===== config.mk =====
export PLATFORM = sky130hd
export DESIGN_NAME = jtframe_dwnld_sched
export DESIGN_NICKNAME = d
export VERILOG_FILES = /design/src/rtl/jtframe_dwnld_sched.sv
export SDC_FILE = /design/constraint.sdc
export NUM_CORES = 1
export LEC_CHECK = 0
export BUFFER_PORTS_ARGS = -buffer_cell sky130_fd_sc_hd__buf_2
export CAP_MARGIN = 10
export CORE_ASPECT_RATIO = 1.2
export CORE_MARGIN = 2
export CORE_UTILIZATION = 47
export DETAILED_ROUTE_END_ITERATION = 10
export GPL_TIMING_DRIVEN = 0
export PLACE_DENSITY = 0.67
export SLEW_MARGIN = 10
export SYNTH_ARGS = -nofsm -noshare
export SYNTH_HDL_FRONTEND = slang
export SYNTH_SLANG_ARGS = --single-unit

===== constraint.sdc =====
create_clock -name clk -period 4.6 [get_ports clk]
set_input_delay 0.69 -clock clk [delete_from_list [all_inputs] [get_ports clk]]
set_output_delay 0.69 -clock clk [all_outputs]
set_load 0.005 [all_outputs]

===== src/rtl/jtframe_dwnld_sched.sv =====
// ROM download scheduler: queues ioctl bytes and issues them one at a time on the SDRAM prog port.
// Optional watchdog on unacknowledged writes: define JTFRAME_DWNLD_WDOG_EN.
module jtframe_dwnld_sched #(
  parameter int AW   = 2,
  parameter int WDOG = 1023
) (
  input  logic        clk,
  input  logic        rst_n,
  input  logic        downloading,
  input  logic [24:0] ioctl_addr,
  input  logic [7:0]  ioctl_data,
  input  logic        ioctl_wr,
  output logic [21:0] prog_addr,
  output logic [15:0] prog_data,
  output logic [1:0]  prog_mask,
  output logic        prog_we,
  input  logic        sdram_ack,
  output logic        ovf,
  output logic        done,
  output logic        wdog_err
);

  localparam int DEPTH = 1 << AW;

  typedef enum logic [1:0] {IDLE, ISSUE, GAP} state_t;

  state_t      state;
  logic [32:0] mem [DEPTH];
  logic [AW:0] wr_ptr;
  logic [AW:0] rd_ptr;
  logic [32:0] head;
  logic        empty;
  logic        full;
  logic        push;
  logic        pop;
  logic        drop;
  logic        wdog_hit;
  logic        dl_q;
  logic        dl_rise;
  logic        active;
  logic        fin;
  logic        unused_hi;

  assign empty = wr_ptr == rd_ptr;
  assign full  = (wr_ptr[AW-1:0] == rd_ptr[AW-1:0]) &&
                 (wr_ptr[AW] != rd_ptr[AW]);
  assign head  = mem[rd_ptr[AW-1:0]];
  assign pop   = (state == ISSUE) && (sdram_ack || wdog_hit);
  // a full FIFO still accepts when the head leaves in the same cycle
  assign push  = ioctl_wr && downloading && (!full || pop);
  assign drop  = ioctl_wr && downloading && full && !pop;

  assign dl_rise   = downloading && !dl_q;
  assign fin       = !downloading && empty && (state == IDLE) && active;
  assign unused_hi = ^head[32:31];

  always_ff @(posedge clk) begin
    if (push) mem[wr_ptr[AW-1:0]] <= {ioctl_addr, ioctl_data};
  end

  always_ff @(posedge clk or negedge rst_n) begin
    if (!rst_n) begin
      wr_ptr <= '0;
      rd_ptr <= '0;
    end else begin
      if (push) wr_ptr <= wr_ptr + (AW+1)'(1);
      if (pop)  rd_ptr <= rd_ptr + (AW+1)'(1);
    end
  end

  always_ff @(posedge clk or negedge rst_n) begin
    if (!rst_n) begin
      state     <= IDLE;
      prog_addr <= '0;
      prog_data <= '0;
      prog_mask <= '0;
      prog_we   <= 1'b0;
    end else begin
      unique case (state)
        IDLE: begin
          if (!empty) begin
            prog_addr <= head[30:9];
            prog_data <= {2{head[7:0]}};
            prog_mask <= head[8] ? 2'b10 : 2'b01;
            prog_we   <= 1'b1;
            state     <= ISSUE;
          end
        end
        ISSUE: begin
          if (pop) begin
            prog_we <= 1'b0;
            state   <= GAP;
          end
        end
        GAP:     state <= IDLE;
        default: state <= IDLE;
      endcase
    end
  end

  always_ff @(posedge clk or negedge rst_n) begin
    if (!rst_n) begin
      dl_q   <= 1'b0;
      active <= 1'b0;
      done   <= 1'b0;
      ovf    <= 1'b0;
    end else begin
      dl_q <= downloading;
      done <= fin;
      if (downloading) active <= 1'b1;
      else if (fin)    active <= 1'b0;
      if (dl_rise) ovf <= 1'b0;
      if (drop)    ovf <= 1'b1;
    end
  end

`ifdef JTFRAME_DWNLD_WDOG_EN
  localparam int CW = $clog2(WDOG + 1);

  logic [CW-1:0] wcnt;

  assign wdog_hit = (state == ISSUE) && !sdram_ack &&
                    (wcnt == CW'(WDOG - 1));

  always_ff @(posedge clk or negedge rst_n) begin
    if (!rst_n) begin
      wcnt     <= '0;
      wdog_err <= 1'b0;
    end else begin
      if (state != ISSUE) wcnt <= '0;
      else                wcnt <= wcnt + CW'(1);
      if (dl_rise)  wdog_err <= 1'b0;
      if (wdog_hit) wdog_err <= 1'b1;
    end
  end
`else
  logic unused_cfg;

  assign unused_cfg = |WDOG;
  assign wdog_hit   = 1'b0;
  assign wdog_err   = 1'b0;
`endif

endmodule


Word level (Yosys, flattened, before mapping)
Memories as Yosys holds them, arrays and structs flattened.
Cells that the tools add are included.
- register bits: 53
- bits in latches: 0
- RAM bits: 132
- memory bits (read-only): 0
- input port bits: 38
- output and inout bits: 44
- word-level logic and storage cells: 56
- memories: 1
- memories (memory ; depth ; bits a word ; rd ports ; clocked after memory_dff ; write ports ; line ; source):
    mem ; 4 ; 33 ; 1 ; 0 ; 1 ; 28 ; logic [32:0] mem [DEPTH];
- $add $sub $neg: 2
- multiply operators: 0
- divide/modulo/power cells: 0
- $lt $le $gt $ge: 0
- equal/unequal tests: 6
- shift-type cells: 0
- multiplexer cells: 13
- bitwise gates (word level): 1
- reduce and logical (&&, ||, !) cells: 22
- operator list (operator ; number):
    $logic_and 1x1->1 ; 10
    $mux 1 ; 8
    $add 3x1->3 const B ; 2
    $mux 2 ; 3
    $reduce_bool 2->1 ; 3
    $logic_not 1->1 ; 4
    $ne 2x2->1 const B ; 2
    $pmux 2 s2 ; 1
    $reduce_and 2->1 ; 2
    $eq 3x3->1 ; 1
    $reduce_and 3->1 ; 1
    $eq 2x1->1 const B ; 1
    $eq 2x2->1 ; 1
    $logic_not 2->1 ; 1
    $pmux 1 s2 ; 1
    $logic_or 1x1->1 ; 1
    $ne 1x1->1 ; 1
    $not 1->1 ; 1

Logic depth before layout (Yosys ltp)
- depth after elaboration: 7
- mapped depth: 5
- gate-level depth less buffers: 4

Worst setup path after synthesis
Ideal clock, no wire load.
- path type: input to register
- from: input port sdram_ack
- to: memory mem[3][0] (enable)
- setup time: 441 ps
- data arrival time: 2668 ps
- data required time: 4159 ps
- slack: 1491 ps
- cell stages on the path: 2
- path buffers: 0
- cell sequence: nand3b_1 a41oi_1
- longest elaborated chain between the ends: 5
- ends and longest elaborated chain (what ; line ; source):
    from (decl) ; 17 ; input logic sdram_ack,
    $logic_and 1x1->1 ; 48 ; assign pop = (state == ISSUE) && (sdram_ack || wdog_hit);
    $logic_or 1x1->1 ; 50 ; assign push = ioctl_wr && downloading && (!full || pop);
    $logic_and 1x1->1 ; 50 ;
    $mux 1 ; 58 ; if (push) mem[wr_ptr[AW-1:0]] <= {ioctl_addr, ioctl_data};
    $mux 1 (not written as such) ; 58 ;
    to (decl) ; 28 ;
No other way between the ends.

Final worst setup path
- from: register state[1]
- to: memory mem[2][8] (enable)
- longest elaborated chain between the ends: 6
- ends and longest elaborated chain (what ; line ; source):
    from (decl) ; 27 ; state_t state;
    from (signal assigned) ; 73 ; state <= IDLE;
    from (signal assigned) ; 86 ; state <= ISSUE;
    from (signal assigned) ; 92 ; state <= GAP;
    $eq 2x1->1 ; 48 ;
    $logic_and 1x1->1 ; 48 ;
    $logic_or 1x1->1 ; 50 ;
    $logic_and 1x1->1 ; 50 ;
    $mux 1 ; 58 ;
    $mux 1 (not written as such) ; 58 ;
No other way between the ends.

==> run summary <==
Tmin final = 2.45 ns
Sequential share of the synthesized area = 75.0%
Synth Cell Area = 6470 sq um
Critical path cell sequence = nand3b_1 > a41oi_1 > and2_2 > buf_12
Routed Wire Length = 11400 um
Clk_lat worst skew = 0.41 ns
Num CTS Buffers = 17
DR pass1 iterations = 4
NumNets Final = 441
Number of remaining DRC errors = 0
Clk slew on worst S/H paths = 0.06 ns
Worst slew pin tran = 0.888 ns
Yosys warns = 0
Tcrit/Tclk final = 53.3%
Starting Density = 48.5%
Syn Area/Cell = 21.8 sq um
N_diodes = 0
Outcome = finished, final reports clean
Largest net degree at the start of global routing = 46
GR Util All Layers = 16.3%
Post CTS Setup Buffer Count = 0
Max Cap Viol = 0
Worst reg2reg endpoint = mem[2][8]
CP max stage cell = a41oi_1
Core area = 13400 sq um
Pre-CTS setup slack = 1.85 ns
Initial antenna violation count = 0
Num rows = 46
CP Depth = 4
Total die area = 14700 sq um
Via density = 5.32
Worst path arrival time = 2.56 ns
Most frequent cells in the layout = 124 x edfxtp_1, 80 x buf_2, 45 x dfrtp_1, 31 x mux4_2, 20 x mux2_4
Filler cells = 1020
Pwr Density = 669 nW/um^2
Layout area overhead = 20.1%
WS Path Type = reg -> reg
Reg2Reg Depth = 4
H-Tree Depth = 4
Synth cell types = 29
Post-synthesis net count = 340
WP buf/inv = 1
Global route overflow = 0
Root Buffer = clkbuf_16
Critical path endpoint category = flop
Max Clock Skew = 0.00721 ns
Final worst slack = 2.15 ns
DRT antenna net count = 0
R2R Setup Slk = 2.15 ns
Gpl congestion = 0.688
Post-Synthesis Cells = 297
Hold Path Class = in -> async
Critical path capture point = mem[2][8]
Most common cell after layout, fill and taps aside = edfxtp_1
Port bufs = 78
Leakage = 2.93 nW
Hold Buf Count CTS = 0
Clock Path Buffers = 2
DRT iter0 DRCs = 118
Total power = 5.19 mW
First-pass GRT wire length = 17800 um
CTS sink count = 169
VDD IR max = 0.278 mV
Fraction of layout cells with a size suffix above 1 = 46.0%
Cells resized by post-CTS repair = 0
Drt wl/cell = 19.8 um
CTS tree = done
Worst-path fanout max = 19
Reg area = 4850 sq um
Setup crit start = state[1]
Fmax = 0.408 GHz
Post-detail-place hpwl = 7220 um
Top Family by Delay on Critical Path = simple AND/OR/NAND/NOR gates
Delay of the slowest critical-path stage = 0.55 ns
Die width = 111 um
Number of synthesized register bits = 169
Die height = 133 um
Fin. Hold Viols = 0
Relative slew slack = 40.6%
CP Launch Type = flop
Worst r2r src = state[1]
Endpoints failing setup = 0
Footprint of the multi-input gates = 1480 sq um
Worst Path Required = 4.71 ns
Vias in the first global route = 3221
RSZ-0062 raised after global routing = no
Vias = 3079
Top-level I/O count = 82
Max-slew violation count = 0
-- flip-flops by register name (all words and copies together), names as in the netlist --
name,cells
rd_ptr,3
wr_ptr,3
active,1
dl_q,1
state,2
prog_mask,2
ovf,1
mem,124
prog_we,1
done,1
prog_data,8
prog_addr,22
-- where the power goes --
group / leakage [nW] / internal (mW) / switching [mW] / total (mW)
clock network: 0.280 / 0.837 / 0.530 / 1.37
registers: 1.65 / 1.98 / 0.166 / 2.15
logic: 1.00 / 0.935 / 0.743 / 1.68
-- layer usage --
metal | share of wire (%) | vias up | global-route usage, %
li1 | - | 1368 | -
met1 | 41 | 1623 | 20.4
met2 | 53 | 73 | 27.7
met3 | 3.6 | 15 | 4.08
met4 | 1.8 | 0 | 6.31
met5 | 0 | - | 0
-- synthesized netlist by cell type, drive strengths merged --
cell type    n  area (sq um)
a21o         2          15.0
a311oi       1          26.3
a41oi        2          17.5
and2         3          18.8
buf         17           131
clkbuf       3          11.3
conb         1          3.75
dfrtp       45          1130
edfxtp     124          3720
ha           5          62.6
inv          6          22.5
mux2        32           435
mux2i        1          10.0
mux4        31           698
nand2        7          26.3
nand3        1          5.00
nand3b       1          7.51
nand4        2          12.5
nor2         1          3.75
nor3b        1          7.51
o21ai        2          10.0
o311a        1          10.0
xnor2        6          67.6
xor2         2          17.5
-- cell families (layout without fill, tap and decap cells) --
kind of cell / after synthesis / after routing / synth area share, %
flops: 169 / 169 / 75.0
mux: 64 / 64 / 17.7
buf+inv: 26 / 140 / 2.55
simple gates: 16 / 16 / 1.26
compound gates: 8 / 8 / 1.22
xor+xnor: 8 / 8 / 1.32
fa+ha+maj: 5 / 5 / 0.967
other cells: 1 / 1 / 0.0580
-- worst register-to-register path: stages, from the launching register on --
cell and delay (ns):
dfrtp_1 0.42, nand3b_1 0.41, a41oi_1 0.55, and2_2 0.52, buf_12 0.25
-- how the worst min path moves through the flow --
stage	startpoint	slack (ns)	to
after global routing	rst_n	0.34	prog_addr[3]
after CTS	downloading	0.44	dl_q
final	rst_n	0.29	prog_addr[3]
after global placement	active	0.45	active
after floorplan	rst_n	0.39	active
after detailed placement	active	0.46	active
-- layout make-up --
cell class	instances	share of cell area (%)
plain buffers	20	1.84
clock buffers	23	6.15
well taps	168	2.71
inverters	6	0.290
clock inverters	9	1.27
flip-flops and latches	169	62.4
repair buffers	82	6.28
multi-input cells	102	19.0
-- stage by stage --
stage	area (sq um)	cells	hold slack [ns]	utilization, %	setup TNS, ns
floorplan	6470	297	0.394	-	0
global placement	7070	543	0.453	53.0	-4.76
detailed placement	7190	547	0.462	53.8	0
CTS	7760	579	0.440	58.2	0
global route	7770	579	0.343	58.2	0
finish	7770	579	0.291	58.2	0
Power figures use the tool's default switching activity.
